File: src/rtl/axis2obuf.sv
// AXI4-Stream slave that packs 64-bit beats into a 72-bit outbound buffer and
// publishes whole frames by advancing committed_prod; bad frames are rewound.
module axis2obuf #(
   parameter int AW = 10,
   parameter int DW = 72
) (
   input  logic          clk,
   input  logic          rst,
   input  logic [63:0]   tdat,
   input  logic [7:0]    tkep,
   input  logic          tval,
   input  logic          tlst,
   output logic          trdy,
   output logic [AW:0]   committed_prod,
   input  logic [AW:0]   committed_cons,
   output logic [AW-1:0] wr_addr,
   output logic [DW-1:0] wr_data,
   output logic          wr_en,
   output logic          drop
);

   typedef enum logic {S_ACCEPT, S_DROP} state_t;

   localparam logic [AW:0] PTR_ONE  = {{AW{1'b0}}, 1'b1};
   localparam logic [AW:0] FLEN_MAX = {1'b0, {AW{1'b1}}};

   state_t      state;
   logic [AW:0] wr_ptr;
   logic [AW:0] flen;

   logic full;
   logic in_acc;
   logic hs;
   logic good;
   logic bad;
   logic over;

   // Full when the producer is a whole buffer ahead of the consumer.
   assign full   = (wr_ptr[AW] != committed_cons[AW]) &&
                   (wr_ptr[AW-1:0] == committed_cons[AW-1:0]);
   assign in_acc = (state == S_ACCEPT);
   assign trdy   = !rst && (!in_acc || !full);
   assign hs     = tval && trdy;
   assign good   = hs && in_acc && tkep[0];
   assign bad    = hs && in_acc && !tkep[0];
   // A frame that would need more than MAXW words is cut before its MAXW-th word.
   assign over   = good && !tlst && (flen == FLEN_MAX);

   assign wr_en   = good && !over;
   assign wr_addr = wr_ptr[AW-1:0];
   assign wr_data = wr_en ? {tdat, tkep[7:1], tlst} : '0;

   always_ff @(posedge clk or posedge rst) begin
      if (rst) begin
         state          <= S_ACCEPT;
         wr_ptr         <= '0;
         committed_prod <= '0;
         flen           <= '0;
         drop           <= 1'b0;
      end else begin
         drop <= bad || over;
         if (bad || over) begin
            // Rewind to the last committed frame end; uncommitted words are abandoned.
            wr_ptr <= committed_prod;
            flen   <= '0;
            state  <= (bad && tlst) ? S_ACCEPT : S_DROP;
         end else if (wr_en) begin
            wr_ptr <= wr_ptr + PTR_ONE;
            if (tlst) begin
               committed_prod <= wr_ptr + PTR_ONE;
               flen           <= '0;
            end else begin
               flen <= flen + PTR_ONE;
            end
         end else if (!in_acc && hs && tlst) begin
            state <= S_ACCEPT;
         end
      end
   end

endmodule

File: config.mk
export PLATFORM = sky130hd
export DESIGN_NAME = axis2obuf
export DESIGN_NICKNAME = d
export VERILOG_FILES = /design/src/rtl/axis2obuf.sv
export SDC_FILE = /design/constraint.sdc
export NUM_CORES = 1
export LEC_CHECK = 0
export BUFFER_PORTS_ARGS = -buffer_cell sky130_fd_sc_hd__buf_2
export CELL_PAD_IN_SITES_DETAIL_PLACEMENT = 2
export CELL_PAD_IN_SITES_GLOBAL_PLACEMENT = 2
export CORE_MARGIN = 2
export CORE_UTILIZATION = 22
export CTS_CLUSTER_DIAMETER = 100
export DETAILED_ROUTE_END_ITERATION = 12
export PLACE_DENSITY_LB_ADDON = 0.12
export SYNTH_ARGS = -nofsm -noshare
export SYNTH_HDL_FRONTEND = slang
export SYNTH_SLANG_ARGS = --single-unit
File: constraint.sdc
create_clock -name clk -period 2.3 [get_ports clk]
set_input_delay 0.345 -clock clk [delete_from_list [all_inputs] [get_ports clk]]
set_output_delay 0.345 -clock clk [all_outputs]
set_load 0.03 [all_outputs]
# Word-level counts from Yosys, hierarchy flattened
# Index checks and enable logic that the tools add are counted.
# op_classes
addsub	2
multipliers	0
n_div	0
order_cmp	0
eq_ne	4
n_shift	0
n_mux	10
bitwise	2
n_reduce_logical	23
# ops
op	n
$mux 72	1
$mux 11	5
$add 11x1->11 const B	2
$logic_and 1x1->1	12
$eq 11x10->1 const B	1
$eq 10x10->1	1
$logic_not 1->1	5
$mux 1	4
$reduce_bool 2->1	2
$reduce_and 3->1	1
$logic_or 1x1->1	2
$ne 2x1->1 const B	1
$not 1->1	2
$reduce_and 2->1	1
$ne 1x1->1	1
# totals
ff_bits	35
latchBits	0
mem_bits_rw	0
rom_bits	0
inputBits	87
out_inout_bits	96
word_cells	46
n_memories	0

# Depth between registers and ports, before layout
# depth
ltp_word	14
ltp_mapped	8
mapped_depth_nobuf	6

# Least setup slack after synthesis
# Ideal clock, no wire load.
# synth_path
path_type	flip-flop to output port
from	register flen[0]
to	output wr_data[62]
t_arrival_ns	1.975
required_time_ns	1.955
slack_ns	-0.020
path_stages_with_launch	7
path_buffers	1
cell_sequence	dfrtp_1 ha_1 nand3_1 o31ai_2 nor3_2 buf_2 and2_1
# synth_via
elab_chain_cells	5
# synth_lines
element	line	source
from (decl)	29	logic [AW:0] flen;
from (signal assigned)	73	flen <= flen + PTR_ONE;
$eq 11x10->1	47	assign over = good && !tlst && (flen == FLEN_MAX);
$logic_and 1x1->1	47	
$logic_not 1->1	49	assign wr_en = good && !over;
$logic_and 1x1->1	49	
net wr_en	18	output logic wr_en,
$mux 72	51	assign wr_data = wr_en ? {tdat, tkep[7:1], tlst} : '0;
to (decl)	17	output logic [DW-1:0] wr_data,
# The timed path passes the listed nets, and every way through them passes these cells.

# Worst setup path after layout
# layout_path
from	register wr_ptr[0]
to	output wr_data[51]
# layout_via
elab_chain_cells	13
# layout_lines
element	line	source
from (decl)	28	logic [AW:0] wr_ptr;
from (signal assigned)	64	wr_ptr <= committed_prod;
from (signal assigned)	68	wr_ptr <= wr_ptr + PTR_ONE;
$eq 10x10->1 (*)	40	(wr_ptr[AW-1:0] == committed_cons[AW-1:0]);
$logic_and 1x1->1 (*)	39	assign full = (wr_ptr[AW] != committed_cons[AW]) &&
$logic_not 1->1 (*)	42	assign trdy = !rst && (!in_acc || !full);
$logic_or 1x1->1 (*)	42	
$logic_and 1x1->1 (*)	42	
$logic_and 1x1->1 (*)	43	assign hs = tval && trdy;
$logic_and 1x1->1 (*) (2 in series)	44	assign good = hs && in_acc && tkep[0];
$logic_and 1x1->1 (2 in series)	47	
$logic_not 1->1	49	
$logic_and 1x1->1 (*)	49	
$mux 72 (*)	51	
# Every way passes the cells marked *; elsewhere a longest branch is shown, timed or not.

==> impl_metrics.yaml <==
outcome:
  status: "finished, violations left"
  violations: "setup timing"
clock_tree:
  path_clk_slew_ns: 0.06
  root_buffer: "clkbuf_16"
  htreeDepth: 2
  cts_buffer_depth: 2
  clk-insertion-delay-late_ns: 0.28
  cts_sinks: 35
  cts_inserted_buffers: 5
  cts_tree: "built"
floorplanning:
  ioPinCount: 183
  fp.dieH_um: 114.2
  start_util_pct: 22.43
  rows: 40
  core_area_um2: 11910
  fp.dieW_um: 114.2
  dieArea_um2: 13040
layout:
  drive_gt1_share_pct: 63.64
  syn_to_final_growth_pct: 86.65
  antenna-diode-count: 0
  fin_cells: 664
  nets: 605
  fill_cells: 1329
power_and_ir_drop:
  swShare_pct: 39.44
  power_density_nw_per_um2: 673.9
  p_int_uw: 2035
  peakVddDrop_uv: 360.5
  power.share.combinational_pct: 45.7
  pwr-share-seq_pct: 27.7
  leakagePower_uw: 0.002441
  netSwitchingPower_uw: 1325
  clockPowerShare_pct: 26.7
yosys:
  synth_seq_area_share_pct: 32.79
  syn_area_per_cell_um2: 8.589
  post-synth-top-count-cell: "and2_1"
  ys_ff_latch: 35
  synth-edff-count: 0
  synth_warnings: 0
  synth_commonest_cells: "and2_1, dfrtp_1, o21ai_0"
  syn-num-nets: 400
  synth_cells: 311
  ys.flop_type: "dfrtp_1"
  netlist.area_leader.share_pct: 32.79
  synthTopCellsByArea: "dfrtp_1, and2_1, o21ai_0"
  synth.distinct_cells: 40
  netlist_area_um2: 2671
  synth-async-reset-ratio_pct: 100.0
  yosysTopAreaCell: "dfrtp_1"
global_route:
  grt_pass1_wl_um: 21210
  grt_overflow: 0
  grt_max_degree: 36
  antenna_found_initial: 0
  grt_pass1_vias: 3606
  grt_usage_pct: 21.26
worst_setup_path:
  start_kind: "register"
  crit_top_cell: "buf_6"
  cp.required_ns: 1.96
  path_max_fanout: 9
  critical_path_class: "reg2out"
  path_cells: "xor2_1 -> nor4_2 -> and3_4 -> nor3_4 -> buf_6 -> clkbuf_16 -> and2_4 -> buf_6"
  critPathSlowestCell: "dfrtp_1"
  max_stage_delay_ns: 0.42
  end_kind: "primary output"
  cp_top_family: "simple AND/OR/NAND/NOR gates"
  crit_arrival_ns: 2.11
  crit_buf_inv: 3
sta:
  finalSetupViolations: 73
  rsz0062_at_grt: "true"
  relSlewSlack_pct: 51.79
  period_needed_ns: 2.450
  setup_tns_ns: -8.923
  finalCritPeriodShare_pct: 106.5
  fin_skew_ns: 0.007502
  fmax_mhz: 408.1
  slew_violations: 0
  hold_viol: 0
  tightestPinTransition_ns: 0.7232
  fin_ws_ns: -0.1502
routing:
  drcViolationCount: 0
  finalWirelength_um: 14370
  viasPerCell: 4.724
  vias: 3137
  drtPass1Iterations: 4
  wire_per_inst_um: 21.64
  drtIter0Drc: 82
  ant_nets: 0
run:
  maxCapViolCount: 0
worst_hold_path:
  hold_class: "in2async"
place:
  gp_congestion: 0.7421
  portBuffers: 182
  dpl.hpwl_um: 9473
  dp_cells: 639
==> cells in the final DEF, fill, tap and decap left out, types with 11 or more instances in the layout <==
cell type,count
buf_6,76
a21oi_1,15
xor2_1,11
nor2_1,13
buf_4,36
o31ai_1,13
o21ai_0,26
buf_2,108
and2_4,69
dfrtp_1,35
==> power by group through the flow <==
stage	sequential, uW	clock, uW	combinational (uW)
after floorplan	1070	0	783
after global placement	935	0	1370
after detailed placement	934	0	1400
after CTS	928	920	1530
after global routing	955	939	1660
final	930	896	1530
==> cells by family (layout without fill, tap and decap cells) <==
family	count (synthesis)	after routing	synth area share, %
compound gates	68	68	15.69
simple gates	137	137	30.40
fa+ha+maj	2	2	0.9366
buf+inv	37	243	7.540
flops	35	35	32.79
mux	12	12	6.089
xor+xnor	20	20	6.557
==> final timing paths <==
kind / cells after the start / end / slack [ns] / from
worst min-delay path: 3 / flen[1] / 0.21 / rst
max in group asynchronous: 3 / committed_prod[9] / 1.73 / rst
worst min register to register: 1 / flen[10] / 0.52 / flen[10]
worst max-delay path: 8 / wr_data[51] / -0.15 / wr_ptr[0]
min in group clk: 2 / state / 0.32 / tlst
worst max register to register: 9 / flen[6] / 0.10 / wr_ptr[2]
==> metrics by stage <==
stage	worst slack [ns]	hold slack, ns	utilization (%)	total power (uW)	cell area, um2
detailed placement	0.02371	0.4907	32.47	2336	3867
global placement	0.02597	0.4884	32.47	2304	3867
finish	-0.1502	0.2140	41.86	3360	4986
CTS	-0.1811	0.2352	40.90	3374	4872
global route	-0.2279	0.2588	41.86	3554	4986
floorplan	0.04183	0.4424	-	1853	2683
==> what timing repair did <==
action,CTS,global route
gates resized for setup,213,22
setup endpoints to repair,74,79
pin swaps,4,9
setup buffers,6,6
cloned,5,1
hold buffers,0,0
==> area by class of cell <==
| type | count | area (um2) | area share, % |
|---|---|---|---|
| Clock buffer | 6 | 128.9 | 2.585 |
| Clock inverter | 2 | 60.06 | 1.205 |
| Inverter | 6 | 22.52 | 0.4517 |
| Multi-Input combinational cell | 239 | 1826 | 36.61 |
| Sequential cell | 35 | 875.8 | 17.57 |
| Tap cell | 147 | 183.9 | 3.689 |
| Timing Repair Buffer | 229 | 1889 | 37.89 |
==> worst reg2reg max path, delay by kind of cell (launching register included) <==
family          cells  cell delay, ns
buf+inv             4            0.52
xor+xnor            1            0.20
flops               1            0.41
simple gates        3            0.72
compound gates      1            0.24
==> routing by layer <==
| metal | vias to the layer above | share of wire, % | track usage (%) |
|---|---|---|---|
| met3 | 6 | 3.6 | 4.764 |
| li1 | 1478 | - | - |
| met5 | - | 0 | 0 |
| met1 | 1575 | 43 | 27.03 |
| met2 | 78 | 53 | 37.98 |
| met4 | 0 | 0.61 | 2.358 |
==> state kept, by name, summed over array words and instances (netlist names) <==
name            count
flen               11
drop                1
wr_ptr             11
committed_prod     11
state               1
Note: power is estimated with default switching activity, not from simulation.
